**config.mk**
```make
export PLATFORM = sky130hd
export DESIGN_NAME = enemy_motion_ctrl
export DESIGN_NICKNAME = d
export VERILOG_FILES = /design/src/rtl/enemy_motion_ctrl.sv
export SDC_FILE = /design/constraint.sdc
export NUM_CORES = 1
export LEC_CHECK = 0
export BUFFER_PORTS_ARGS = -buffer_cell sky130_fd_sc_hd__buf_2
export CAP_MARGIN = 20
export CORE_MARGIN = 8
export CORE_UTILIZATION = 50
export CTS_CLUSTER_SIZE = 24
export DETAILED_ROUTE_END_ITERATION = 8
export MAX_ROUTING_LAYER = met4
export PLACE_DENSITY = 0.81
export SLEW_MARGIN = 20
export SYNTH_ARGS = -nofsm -noshare
export SYNTH_HDL_FRONTEND = slang
export SYNTH_SLANG_ARGS = --single-unit
```
**constraint.sdc**
```tcl
create_clock -name clk -period 4.5 [get_ports clk]
set_clock_uncertainty 0.05 [all_clocks]
set_input_delay 0.9 -clock clk [delete_from_list [all_inputs] [get_ports clk]]
set_output_delay 0.9 -clock clk [all_outputs]
set_load 0.005 [all_outputs]
```
**src/rtl/enemy_motion_ctrl.sv**
```systemverilog
// enemy_motion_ctrl
//   Owns position and visibility of the 10 on-screen enemies. On each
//   frame_tick every enemy is stepped down one at a time (one per cycle).
//   Enemies passing the bottom limit respawn at the top, hit kills are
//   applied, and then load_coord pulses once so the draw datapath can
//   capture a coherent coordinate set.
//
//   Optional feature macro: ENEMY_LFSR_SPAWN_EN
//     defined     : respawn x taken from an 8-bit LFSR, folded into 0..X_MAX
//     not defined : respawn x is the enemy's fixed reset lane; no LFSR
//
// Ports
//   clk         system clock
//   reset_n     synchronous active-low reset
//   frame_tick  1-cycle pulse, starts one position update (ignored while busy)
//   hit_valid   1-cycle pulse, kill enemy hit_idx (10..15 ignored)
//   hit_idx     index of the killed enemy
//   x_bus       packed x coords, enemy i at [8i+7:8i]
//   y_bus       packed y coords, enemy i at [8i+7:8i]
//   visible     bit i = enemy i alive
//   load_coord  1-cycle pulse, buses are coherent and should be captured
//   busy        high during UPDATE and LOAD
//   escape_cnt  saturating count of visible enemies that reached the bottom
//
// state  | meaning
// IDLE   | waiting for frame_tick
// UPDATE | stepping enemy idx (0..9), one per cycle
// LOAD   | coordinates coherent, load_coord asserted
module enemy_motion_ctrl #(
    parameter int unsigned STEP      = 1,
    parameter int unsigned Y_LIMIT   = 115,
    parameter int unsigned X_MAX     = 150,
    parameter logic [7:0]  LFSR_SEED = 8'hA5
) (
    input  logic        clk,
    input  logic        reset_n,
    input  logic        frame_tick,
    input  logic        hit_valid,
    input  logic [3:0]  hit_idx,
    output logic [79:0] x_bus,
    output logic [79:0] y_bus,
    output logic [9:0]  visible,
    output logic        load_coord,
    output logic        busy,
    output logic [7:0]  escape_cnt
);

    typedef enum logic [1:0] {
        IDLE   = 2'd0,
        UPDATE = 2'd1,
        LOAD   = 2'd2
    } state_t;

    state_t      state_q, state_d;
    logic [3:0]  idx_q, idx_d;
    logic [7:0]  x_q [10];
    logic [7:0]  y_q [10];
    logic [9:0]  vis_q;
    logic [7:0]  esc_q;
    logic [8:0]  y_next;
    logic        respawn;
    logic [7:0]  respawn_x;

    function automatic logic [7:0] lane_x(input logic [3:0] i);
        case (i)
            4'd0:    lane_x = 8'd102;
            4'd1:    lane_x = 8'd82;
            4'd2:    lane_x = 8'd62;
            4'd3:    lane_x = 8'd122;
            4'd4:    lane_x = 8'd72;
            4'd5:    lane_x = 8'd32;
            4'd6:    lane_x = 8'd42;
            4'd7:    lane_x = 8'd2;
            4'd8:    lane_x = 8'd12;
            4'd9:    lane_x = 8'd142;
            default: lane_x = 8'd0;
        endcase
    endfunction

    // 9-bit sum so an enemy near 255 can never wrap back onto the screen.
    always_comb begin
        y_next  = {1'b0, y_q[idx_q]} + 9'(STEP);
        respawn = (y_next > 9'(Y_LIMIT));
    end

`ifdef ENEMY_LFSR_SPAWN_EN
    logic [7:0] lfsr_q;

    // Fibonacci x^8+x^6+x^5+x^4+1, free running so spawn columns vary.
    always_ff @(posedge clk) begin
        if (!reset_n)
            lfsr_q <= LFSR_SEED;
        else
            lfsr_q <= {lfsr_q[6:0], lfsr_q[7] ^ lfsr_q[5] ^ lfsr_q[4] ^ lfsr_q[3]};
    end

    // Single subtraction suffices: 255-(X_MAX+1) is already <= X_MAX.
    always_comb begin
        respawn_x = (lfsr_q > 8'(X_MAX)) ? (lfsr_q - 8'(X_MAX + 1)) : lfsr_q;
    end
`else
    logic unused_seed;
    assign unused_seed = ^LFSR_SEED;

    always_comb begin
        respawn_x = lane_x(idx_q);
    end
`endif

    always_ff @(posedge clk) begin
        if (!reset_n) begin
            state_q <= IDLE;
            idx_q   <= 4'd0;
            vis_q   <= 10'h3FF;
            esc_q   <= 8'd0;
            for (int i = 0; i < 10; i++) begin
                x_q[i] <= lane_x(4'(i));
                y_q[i] <= 8'd0;
            end
        end else begin
            state_q <= state_d;
            idx_q   <= idx_d;
            if (hit_valid && (hit_idx < 4'd10))
                vis_q[hit_idx] <= 1'b0;
            // Placed after the hit clear so a respawn in the same cycle wins.
            if (state_q == UPDATE) begin
                if (respawn) begin
                    y_q[idx_q]   <= 8'd0;
                    x_q[idx_q]   <= respawn_x;
                    vis_q[idx_q] <= 1'b1;
                    if (vis_q[idx_q] && (esc_q != 8'hFF))
                        esc_q <= esc_q + 8'd1;
                end else begin
                    y_q[idx_q] <= y_next[7:0];
                end
            end
        end
    end

    always_comb begin
        state_d    = state_q;
        idx_d      = idx_q;
        busy       = 1'b0;
        load_coord = 1'b0;
        case (state_q)
            IDLE: begin
                if (frame_tick) begin
                    state_d = UPDATE;
                    idx_d   = 4'd0;
                end
            end
            UPDATE: begin
                busy = 1'b1;
                if (idx_q == 4'd9) begin
                    state_d = LOAD;
                    idx_d   = 4'd0;
                end else begin
                    idx_d = idx_q + 4'd1;
                end
            end
            LOAD: begin
                busy       = 1'b1;
                load_coord = 1'b1;
                state_d    = IDLE;
            end
            default: begin
                state_d = IDLE;
                idx_d   = 4'd0;
            end
        endcase
    end

    always_comb begin
        x_bus = '0;
        y_bus = '0;
        for (int i = 0; i < 10; i++) begin
            x_bus[8*i +: 8] = x_q[i];
            y_bus[8*i +: 8] = y_q[i];
        end
    end

    assign visible    = vis_q;
    assign escape_cnt = esc_q;

endmodule
```
==> results.cfg <==
[placed_design]
dpl.hpwl_um = 20900
io_buffers = 177
dp_slack_ns = 0.284
gp_congestion = 0.983

[cts]
clock_sinks = 233
cts_made_buffers = 23
cts_tree = built
path_clk_slew_ns = 0.06
htree_levels = 1
clock_latency_ns = 0.53
post_cts_buffers = 0
cts_root_buf = clkbuf_16
clockBufferDepth = 3

[yosys]
synth_most_common_cell = edfxtp_1
yosysUniqueCellTypes = 54
synth_edf_count = 198
yosys-top-cells-count = edfxtp_1, nor2_1, nand2_1
synth_ff_type = edfxtp_1
ys_ff_latch = 233
synth_top_area_share_pct = 59.7
ys_seq_area_share_pct = 66.7
syn_inst = 740
avgSynthCellArea_um2 = 13.5
async_flop_share_pct = 0
yosysWarnings = 0
synth.area.top_cells = edfxtp_1, mux4_2, dfxtp_1
netlist_area_mm2 = 0.00996
synth.largest_area_cell = edfxtp_1

[worst_hold_path]
hp-class = reg -> reg

[die]
die_x_um = 157
die_h_um = 157
start_util_pct = 51.0
dieArea_mm2 = 0.0247
row_count = 51
io_pins = 188
coreArea_mm2 = 0.0195

[sta]
max_freq_mhz = 242
finalCriticalPeriod_ns = 4.13
setup_viol = 0
max_slew_margin_pct = 27.2
hold_violations = 0
slew_violations = 0
setup_tns_ns = 0
max_slew.worst_pin.slew_ns = 1.08
rsz0062_at_grt = no
fin_crit_sh_pct = 91.7
setup_ws_ns = 0.373

[critical_path]
cp_data_arrival_time_ns = 4.40
setup.worst_path.end_class = register
cp-start-kind = register
critPathKind = reg -> reg
worstPathMaxFanout = 20
worstPathRequired_ns = 4.78

[finish]
area_delta_synth_final_pct = 20.4
post-route-util_pct = 61.4
diodes = 0
fin_nets = 965
drive_above_1_share_pct = 31.2

[global_routing]
grt_busiest_layer = met2
grt_use_met1_pct = 30.9
grt_pass1_wl_um = 43900
track_usage_pct = 24.7
antenna_found_initial = 0
use_met3_pct = 5.54
grt_pass1_vias = 7198
use_met2_pct = 39.5
overflow = 0
grt_max_degree = 38

[route]
route.detailed.drc = 0
ant_nets = 0
first_pass_iters = 5
dr.first_iter.drc_count = 777
wirelength_um = 29700
avgRoutedWirePerCell_um = 24.2
vias_per_cell = 5.89
vias = 7246

[power_and_ir_drop]
irDropWorstVdd_v = 0.000247
total_power_mw = 4.76
p_leak_nw = 4.38
p_per_area_mw_per_mm2 = 397

[flow_run]
drv_cap = 0

[outcome]
status = completed
cell usage in the layout, fill, tap and decap left out, types with 12 or more instances in the layout:
master | synthesis | layout
o21ai_1 | 13 | 15
dfxtp_1 | 35 | 34
mux4_2 | 35 | 35
nor2_1 | 95 | 93
nand2b_1 | 12 | 12
edfxtp_1 | 198 | 198
inv_1 | 20 | 20
nand2_1 | 47 | 47
nand3_1 | 22 | 22
o21ai_0 | 25 | 22
nor3_1 | 42 | 41
buf_2 | 14 | 177
conb_1 | 1 | 26
buf_4 | 12 | 36
or3_1 | 25 | 25
clkbuf_16 | 0 | 23
a21oi_1 | 14 | 14
cell families after synthesis:
| family | Yosys count | share of synthesized area [%] |
|---|---|---|
| other | 1 | 0.0377 |
| DFF | 233 | 66.7 |
| AOI/OAI and AO/OA | 84 | 5.31 |
| xor gates and xnor gates | 4 | 0.352 |
| adders and majority gates | 9 | 1.13 |
| muxes | 45 | 8.93 |
| and+or+nand+nor | 277 | 13.2 |
| buffers and inverters | 87 | 4.28 |
metrics by stage:
| step | hold slack (ns) | area, um2 | std cells |
|---|---|---|---|
| floorplan | 0.414 | 10100 | 765 |
| global placement | 0.426 | 11200 | 1188 |
| detailed placement | 0.424 | 11200 | 1188 |
| CTS | 0.439 | 12000 | 1230 |
| global route | 0.447 | 12000 | 1230 |
| finish | 0.442 | 12000 | 1230 |
final timing paths:
check                        startpoint                         end  slack, ns  cells after the start
max reg2reg                    register     x_q[0][4]$_SDFFCE_PN0P_       0.37                     13
min reg2reg  escape_cnt[1]$_SDFFE_PN0P_  escape_cnt[1]$_SDFFE_PN0P_       0.44                      2
min          escape_cnt[1]$_SDFFE_PN0P_  escape_cnt[1]$_SDFFE_PN0P_       0.44                      2
max                            register     x_q[0][4]$_SDFFCE_PN0P_       0.37                     13
timing repair:
action	CTS	global route
hold buffers	0	0
gates resized for setup	0	2
setup endpoints to repair	0	9
registers in the layout, indices dropped and copies added (netlist names), named ones only:
signal and flops:
escape_cnt 8, respawn_x 7, visible 10, idx_q 4, y_q 128, state_q 2, x_q 70
power breakdown:
part           switching [mW]  total, mW  internal [mW]
sequential             0.0485       2.45           2.40
clock                   0.809       1.91           1.10
combinational           0.250      0.402          0.152
worst max-delay path: stages (launching register included):
cell and delay, ns:
dfxtp_1 0.52, clkinv_1 0.36, mux2i_1 0.20, mux2i_1 0.31
ha_1 0.31, inv_1 0.08, a41o_1 0.24, o21bai_1 0.21
mux2i_1 0.16, a211oi_2 0.31, or2_1 0.19, nand3_2 0.39
buf_4 0.38, nor3_1 0.23
area by class of cell:
class                           count  area (um2)
Sequential cell                   233        6650
Multi-Input combinational cell    445        2990
Tap cell                          265         332
Fill cell                        1547        7540
Inverter                           32         120
Timing Repair Buffer              213        1160
Clock inverter                     10         110
Clock buffer                       32         629
per-layer routing:
metal / wire length, um / part of all wire [%] / up-vias
li1: - / - / 3128
met4: 972 / 3.3 / 0
met1: 11100 / 37 / 3520
met2: 14000 / 47 / 526
met5: 0 / 0 / -
met3: 3690 / 12 / 72
(Power assumes the default switching activity.)
